==> config.mk <==
export PLATFORM = sky130hd
export DESIGN_NAME = multicycle_controller
export DESIGN_NICKNAME = d
export VERILOG_FILES = /design/src/rtl/multicycle_controller.sv
export SDC_FILE = /design/constraint.sdc
export NUM_CORES = 1
export LEC_CHECK = 0
export BUFFER_PORTS_ARGS = -buffer_cell sky130_fd_sc_hd__buf_2
export CAP_MARGIN = 30
export CORE_ASPECT_RATIO = 0.7
export CORE_MARGIN = 2
export CORE_UTILIZATION = 50
export DETAILED_ROUTE_END_ITERATION = 10
export PLACE_DENSITY = 0.82
export SYNTH_ARGS = -nofsm -noshare
export SYNTH_HDL_FRONTEND = slang
export SYNTH_SLANG_ARGS = --single-unit
==> constraint.sdc <==
create_clock -name clk -period 2.15 [get_ports clk]
set_input_delay 0.1075 -clock clk [delete_from_list [all_inputs] [get_ports clk]]
set_output_delay 0.1075 -clock clk [all_outputs]
set_load 0.1 [all_outputs]
==> src/rtl/multicycle_controller.sv <==
// Sequencing FSM for the multicycle RV32I core: drives datapath selects and strobes, counts retired instructions.
// Optional ILLEGAL_TRAP_EN macro: unrecognised opcodes park the FSM in a sticky TRAP state.
module multicycle_controller #(
  parameter int INSTRET_W = 32
) (
  input  logic                 clk,
  input  logic                 rst,
  input  logic [6:0]           opcode,
  input  logic                 zero,
  input  logic                 mem_ready,
  output logic                 pc_write,
  output logic                 ir_write,
  output logic                 adr_src,
  output logic                 mem_write,
  output logic                 reg_write,
  output logic [1:0]           result_src,
  output logic [1:0]           alu_src_a,
  output logic [1:0]           alu_src_b,
  output logic [1:0]           alu_op,
  output logic [2:0]           imm_src,
  output logic [3:0]           state_o,
  output logic [INSTRET_W-1:0] instret,
  output logic                 illegal_instr
);

  localparam logic [6:0] OP_LW   = 7'b0000011;
  localparam logic [6:0] OP_SW   = 7'b0100011;
  localparam logic [6:0] OP_R    = 7'b0110011;
  localparam logic [6:0] OP_I    = 7'b0010011;
  localparam logic [6:0] OP_JAL  = 7'b1101111;
  localparam logic [6:0] OP_BEQ  = 7'b1100011;

  typedef enum logic [3:0] {
    S_FETCH    = 4'd0,
    S_DECODE   = 4'd1,
    S_MEMADR   = 4'd2,
    S_MEMREAD  = 4'd3,
    S_MEMWB    = 4'd4,
    S_MEMWRITE = 4'd5,
    S_EXECUTER = 4'd6,
    S_EXECUTEI = 4'd7,
    S_ALUWB    = 4'd8,
    S_JAL      = 4'd9,
`ifdef ILLEGAL_TRAP_EN
    S_BEQ      = 4'd10,
    S_TRAP     = 4'd11
`else
    S_BEQ      = 4'd10
`endif
  } state_t;

  state_t               state_q, state_d;
  logic [INSTRET_W-1:0] instret_q, instret_d;
  logic                 pc_write_raw, ir_write_raw, mem_write_raw, reg_write_raw;

  always_comb begin
    state_d   = state_q;
    instret_d = instret_q;
    case (state_q)
      S_FETCH:    if (mem_ready) state_d = S_DECODE;
      S_DECODE: begin
        case (opcode)
          OP_LW, OP_SW: state_d = S_MEMADR;
          OP_R:         state_d = S_EXECUTER;
          OP_I:         state_d = S_EXECUTEI;
          OP_JAL:       state_d = S_JAL;
          OP_BEQ:       state_d = S_BEQ;
`ifdef ILLEGAL_TRAP_EN
          default:      state_d = S_TRAP;
`else
          default:      state_d = S_FETCH;
`endif
        endcase
      end
      S_MEMADR:   state_d = (opcode == OP_SW) ? S_MEMWRITE : S_MEMREAD;
      S_MEMREAD:  if (mem_ready) state_d = S_MEMWB;
      S_MEMWRITE: if (mem_ready) state_d = S_FETCH;
      S_EXECUTER, S_EXECUTEI, S_JAL: state_d = S_ALUWB;
      S_MEMWB, S_ALUWB, S_BEQ:       state_d = S_FETCH;
      default:    state_d = state_q;
    endcase
    // Retirement is tied to the edge that leaves the instruction's final state.
    if (state_q == S_MEMWB || state_q == S_ALUWB || state_q == S_BEQ ||
        (state_q == S_MEMWRITE && mem_ready))
      instret_d = instret_q + INSTRET_W'(1);
  end

  always_ff @(posedge clk or posedge rst) begin
    if (rst) begin
      state_q   <= S_FETCH;
      instret_q <= '0;
    end else begin
      state_q   <= state_d;
      instret_q <= instret_d;
    end
  end

  always_comb begin
    pc_write_raw  = 1'b0;
    ir_write_raw  = 1'b0;
    mem_write_raw = 1'b0;
    reg_write_raw = 1'b0;
    adr_src       = 1'b0;
    result_src    = 2'b00;
    alu_src_a     = 2'b00;
    alu_src_b     = 2'b00;
    alu_op        = 2'b00;
    case (state_q)
      S_FETCH: begin
        alu_src_b    = 2'b10;
        result_src   = 2'b10;
        ir_write_raw = mem_ready;
        pc_write_raw = mem_ready;
      end
      S_DECODE: begin
        alu_src_a = 2'b01;
        alu_src_b = 2'b01;
      end
      S_MEMADR: begin
        alu_src_a = 2'b10;
        alu_src_b = 2'b01;
      end
      S_MEMREAD: adr_src = 1'b1;
      S_MEMWB: begin
        result_src    = 2'b01;
        reg_write_raw = 1'b1;
      end
      S_MEMWRITE: begin
        adr_src       = 1'b1;
        mem_write_raw = 1'b1;
      end
      S_EXECUTER: begin
        alu_src_a = 2'b10;
        alu_op    = 2'b10;
      end
      S_EXECUTEI: begin
        alu_src_a = 2'b10;
        alu_src_b = 2'b01;
        alu_op    = 2'b10;
      end
      S_ALUWB: reg_write_raw = 1'b1;
      S_JAL: begin
        alu_src_a    = 2'b01;
        alu_src_b    = 2'b10;
        pc_write_raw = 1'b1;
      end
      S_BEQ: begin
        alu_src_a    = 2'b10;
        alu_op       = 2'b01;
        pc_write_raw = zero;
      end
      default: ;
    endcase
  end

  always_comb begin
    case (opcode)
      OP_SW:   imm_src = 3'b001;
      OP_BEQ:  imm_src = 3'b010;
      OP_JAL:  imm_src = 3'b011;
      default: imm_src = 3'b000;
    endcase
  end

  // Strobes are suppressed for the whole reset pulse, not just until the next edge.
  assign pc_write  = pc_write_raw  & ~rst;
  assign ir_write  = ir_write_raw  & ~rst;
  assign mem_write = mem_write_raw & ~rst;
  assign reg_write = reg_write_raw & ~rst;
  assign state_o   = state_q;
  assign instret   = instret_q;
`ifdef ILLEGAL_TRAP_EN
  assign illegal_instr = (state_q == S_TRAP);
`else
  assign illegal_instr = 1'b0;
`endif

endmodule

==> results.txt, run 1 <==
Maxcap violations - 0
Vias - 1749
Residual DRC count - 0
First-pass GRT wire length - 7.03 mm
Synth area leader - dfrtp_1
Hold WC Path Type - in2async
CTS clk-pin slew, worst paths - 0.07 ns
H-Tree Depth - 2
CTS max path bufs - 2
Outcome - finished, final reports clean
Number of enable flip-flop cells after synthesis - 0
FFs w/ async S/R, synth - 1.00
Fin. Hold Viols - 0
Die Span X - 79.6 µm
Final-layout fill cell count - 306
Most numerous cell in the Yosys netlist - dfrtp_1
CP startpoint kind - register
Design Area, Final - 0.00265 mm²
Power Total - 2.67 mW
Mapped Area - 0.00200 mm²
Largest net degree at the start of global routing - 37
Worst VDD drop - 0.000933 V
Critical path arrival - 1.92 ns
Fin crit share - 0.945
Required @ worst endpoint - 2.04 ns
Routed vias/inst - 5.33
Yosys top cell area share - 0.450
Post-Syn Area per Cell - 9.48 µm²
Initial DRT Pass Iterations - 4
Post-synth top cells - 36 x dfrtp_1, 31 x xnor2_1, 21 x nand2_1
Final worst slack - 0.118 ns
TritonCTS Sinks - 36
Area delta synth->final - 32.3%
Worst Tran Pin Value - 0.578 ns
Total wire length - 4.29 mm
DRT antenna net count - 0
Worst path depth - 4
Die area - 0.00453 mm²
Sequential area share after synthesis - 0.450
Initial Utilization - 0.516
CP Class - reg2out
FF/Latch Area - 936 µm²
Post-Place Worst Slack - 0.103 ns
CTS tree - yes
Core Footprint - 0.00387 mm²
Final setup vio count - 0
Register bit total from synthesis - 36
Achievable Freq - 492 MHz
Slew margin rel. - 0.613
Count of pins over their slew limit - 0
Final Non-Filler Cells - 328
Critical path cell sequence - buf_4 > or2_4 > nor3_4 > buf_2
Synth Flop Type - dfrtp_1
Endpoint type of the worst setup path - output pin
Number of global-route vias before repair - 1499
Final #Nets - 287
Distinct cells, synth - 41
Crit path max fanout - 18
Crit-path max cell delay - 0.50 ns
Std cell rows - 19
Worst hold slack - 0.0387 ns
LEAKAGE - 1.20 nW
Power Dens Cells - 1010 mW/mm²
Hpwl dp - 3.23 mm
Grt ovf - 0
R2R Path End - instret[22]
Buffers & Inverters on Critical Path - 2
Synth Warn # - 0
Post-CTS setup repair buffer count - 0
All-Layer GR Usage - 0.199
RSZ-0062 raised after global routing - no
Placed Cells incl. Taps - 320
Setup_tns - 0 ns
Worst-skew pair later-pin latency - 0.28 ns
Final core utilization - 0.683
Start of the worst register-to-register path - state_o[3]
Crit path max-delay family - buffers and inverters
# diodes - 0
Share of cells above drive strength 1 - 0.413
Worst Reg2Reg Path Length in Cells - 6
Ports - 64
Syn Inst Count - 211
CTS buffer count - 5
Footprint of the multi-input gates - 0.00115 mm²
Post-Place Cell Area - 0.00254 mm²
Flop2flop setup slack - 0.12 ns
Initial antenna violation count - 0
Tmin final - 2.03 ns
IO buf count - 61
Layout Skew - 0.00568 ns
GPL Wtd Cong - 0.825
Synth top area cells - dfrtp_1 45%, xnor2_1 14%, nand2_1 3.9%
CP max stage cell - dfrtp_4
Die height - 56.9 µm
Iter 0 DRT Violations - 112
Routed WL per cell - 13.1 µm
Root Buffer - clkbuf_8
-- logic make-up (layout without fill, tap and decap cells) --
family | Yosys count | after routing | synth area share
flip-flops | 36 | 36 | 0.450
buffers and inverters | 16 | 80 | 0.0350
XOR/XNOR | 36 | 36 | 0.158
other | 1 | 2 | 0.00187
multiplexers | 1 | 1 | 0.00563
AO/OA/AOI/OAI | 22 | 22 | 0.0726
AND/OR/NAND/NOR | 98 | 98 | 0.271
adder cells (fa/ha/maj) | 1 | 1 | 0.00625
-- cell type report --
class / instances / share of cell area
Tap cell: 52 / 0.0246
Timing Repair Buffer: 66 / 0.141
Sequential cell: 36 / 0.353
Inverter: 6 / 0.00851
Clock buffer: 8 / 0.0378
Multi-Input combinational cell: 160 / 0.435
-- state kept, by name (all words and copies together) (netlist names) --
signal and cells:
instret 32, state_o 4
-- cell usage in the layout, fill, tap and decap left out, types with 6 or more instances in the layout --
cell      Yosys  layout
nor3_1       13       8
inv_1         6       6
buf_2         2      59
nand2_1      21      21
dfrtp_1      36      16
nand3_1      15      15
dfrtp_2       0      16
and3_1        7       6
nor2_1       16      12
nand4_1       9       9
xnor2_1      31      31
clkbuf_8      0       7
o21ai_0       7       7
-- where the power goes --
part / internal [mW] / switching [mW]
Sequential: 0.732 / 0.0995
Clock: 0.292 / 0.227
Combinational: 0.269 / 1.05
-- what timing repair did --
item	in CTS	in global routing
hold buffers	0	0
setup endpoints to repair	0	6
resized for setup	0	1
-- worst max path at each step --
stage | from | to | slack (ns)
floorplan | state_o[2] | ir_write | -0.38
global placement | state_o[3] | instret[31] | 0.18
detailed placement | state_o[3] | instret[22] | 0.10
CTS | state_o[3] | instret[22] | 0.09
global route | state_o[3] | instret[22] | 0.02
finish | state_o[2] | result_src[1] | 0.12
-- worst register-to-register path, stage by stage, from the launching register on --
cell and delay, ns:
dfrtp_4 0.43, buf_4 0.20, nor3b_2 0.24, a31oi_2 0.12, nor4b_4 0.56, nand4_1 0.20, xnor2_1 0.17
-- per-layer routing --
| layer | vias up | routed length, µm | GRT usage |
|---|---|---|---|
| met5 | - | 0 | 0 |
| met4 | 0 | 0 | 0.0542 |
| met3 | 0 | 211 | 0.0514 |
| met2 | 58 | 1950 | 0.287 |
| met1 | 832 | 2130 | 0.299 |
| li1 | 859 | - | - |
Note: power is estimated with default switching activity, not from simulation.
==> run 2, diff against run 1 <==
--- a/config.mk
+++ b/config.mk
@@ -9,9 +9,10 @@
 export CAP_MARGIN = 30
 export CORE_ASPECT_RATIO = 0.7
 export CORE_MARGIN = 2
-export CORE_UTILIZATION = 50
+export CORE_UTILIZATION = 44
+export CTS_CLUSTER_SIZE = 30
 export DETAILED_ROUTE_END_ITERATION = 10
-export PLACE_DENSITY = 0.82
+export PLACE_DENSITY = 0.74
 export SYNTH_ARGS = -nofsm -noshare
 export SYNTH_HDL_FRONTEND = slang
 export SYNTH_SLANG_ARGS = --single-unit
==> constraint.sdc (replaced) <==
create_clock -name clk -period 2.35 [get_ports clk]
set_input_delay 0.1175 -clock clk [delete_from_list [all_inputs] [get_ports clk]]
set_output_delay 0.1175 -clock clk [all_outputs]
set_load 0.1 [all_outputs]
==> run 2 against run 1 <==
Net effect: utilization is 9.0 points lower; routed wire length is 0.79% lower; largest power group unchanged; die area is 13% higher; hold slack better by 0.047 ns; total power is 11% lower; global-route usage is 2.9 points lower; sequential share of layout area is 0.20 points higher.
==> results.txt, run 2 (same netlist as run 1, synthesis figures left out) <==
Crit-path max cell delay - 0.60 ns
Iter 0 DRT Violations - 76
Crit path max-delay family - flip-flops
Die area - 0.00511 mm²
Root Buffer - clkbuf_8
LEAKAGE - 1.19 nW
Initial antenna violation count - 0
CP startpoint kind - register
Hold buffers post-CTS - 0
Worst hold slack - 0.0860 ns
Initial Utilization - 0.459
Tmin final - 2.09 ns
CP max stage cell - dfrtp_4
Core Footprint - 0.00435 mm²
Grt ovf - 0
Final #Nets - 285
PostCTS Resize Cnt - 0
Routed WL per cell - 12.9 µm
RSZ-0062 raised after global routing - no
Die height - 60.4 µm
Power Total - 2.38 mW
Worst-skew pair later-pin latency - 0.28 ns
Buffers & Inverters on Critical Path - 1
Seq pwr share - 0.321
FF/Latch Area - 918 µm²
Crit path max fanout - 21
Footprint of the multi-input gates - 0.00114 mm²
Number of global-route vias before repair - 1412
Worst Tran Pin Value - 0.565 ns
Final-layout fill cell count - 407
All-Layer GR Usage - 0.170
DRT antenna net count - 0
Post-CTS setup repair buffer count - 0
Final setup vio count - 0
CTS tree - yes
CP Class - reg2out
Area delta synth->final - 29.1%
Critical path cell sequence - or2_4 > a21oi_1 > a31oi_1 > nor3_4 > buf_2
Slew margin rel. - 0.621
H-Tree Depth - 2
Flop2flop setup slack - 0.27 ns
IO buf count - 61
Max reg flops - 32
GPL Wtd Cong - 0.759
Hpwl dp - 3.21 mm
Share of cells above drive strength 1 - 0.354
Residual DRC count - 0
Required @ worst endpoint - 2.23 ns
Clock Power Share - 0.186
Routed vias/inst - 5.23
CTS clk-pin slew, worst paths - 0.06 ns
Outcome - finished, final reports clean
Power Dens Cells - 922 mW/mm²
TritonCTS Sinks - 36
Count of pins over their slew limit - 0
Worst VDD drop - 0.000841 V
Internal power - 1.13 mW
Endpoint type of the worst setup path - output pin
Std cell rows - 20
Switching share of power - 0.524
Hold WC Path Type - in2async
Total wire length - 4.26 mm
Layout Skew - 0.00462 ns
Initial DRT Pass Iterations - 5
Most frequent cells in the layout - 60 x buf_2, 31 x xnor2_1, 28 x dfrtp_1
Maxcap violations - 0
Combinational power share - 0.493
Commonest non-fill, non-tap cell in the layout - buf_2
Achievable Freq - 479 MHz
First-pass GRT wire length - 6.81 mm
CTS buffer count - 5
CTS max path bufs - 2
Largest net degree at the start of global routing - 37
Ports - 64
# diodes - 0
Critical path arrival - 1.97 ns
Psw - 1.25 mW
Vias - 1721
Fin. Hold Viols - 0
Die Span X - 84.6 µm
Fin crit share - 0.889
==> run 2: final timing paths <==
path                                  start          end  cells past startpoint
min in group clk                  opcode[5]   state_o[0]                      3
max in group asynchronous               rst   state_o[0]                      3
worst min-delay path                    rst   instret[1]                      3
worst max register to register   state_o[2]  instret[31]                      5
worst min register to register  instret[31]  instret[31]                      1
worst max-delay path             state_o[2]     pc_write                      5
==> run 2: per-stage QoR <==
step / instance area (µm²) / cells / setup TNS, ns / utilization / setup slack (ns)
after floorplan: 2140 / 212 / -0.204 / - / -0.190
after global placement: 2490 / 321 / 0 / 0.573 / 0.323
after detailed placement: 2490 / 321 / 0 / 0.573 / 0.262
after CTS: 2580 / 329 / 0 / 0.593 / 0.250
after global routing: 2580 / 329 / 0 / 0.593 / 0.0868
final: 2580 / 329 / 0 / 0.593 / 0.260
==> run 2: final cells by class <==
| class | instances | share of cell area |
|---|---|---|
| clock buffers | 8 | 0.0349 |
| inverters | 6 | 0.00872 |
| multi-input cells | 160 | 0.442 |
| flip-flops and latches | 36 | 0.355 |
| well taps | 55 | 0.0266 |
| repair buffers | 64 | 0.133 |
==> run 2: worst min-delay path, delay by kind of cell <==
kind	cells	cell delay, ns
buffers and inverters	3	0.68
==> run 2: power by group through the flow <==
stage / clock network (mW) / registers, mW / logic [mW]
floorplan: 0 / 0.999 / 0.797
global placement: 0 / 0.773 / 1.17
detailed placement: 0 / 0.776 / 1.18
CTS: 0.455 / 0.765 / 1.18
global route: 0.476 / 0.775 / 1.23
finish: 0.443 / 0.765 / 1.18
==> run 2: routing by layer <==
layer / up-vias / GRT usage / share of wire
met3: 5 / 0.0517 / 0.054
li1: 859 / - / -
met4: 0 / 0.0476 / 0.0094
met2: 45 / 0.234 / 0.42
met1: 812 / 0.260 / 0.52
met5: - / 0 / 0
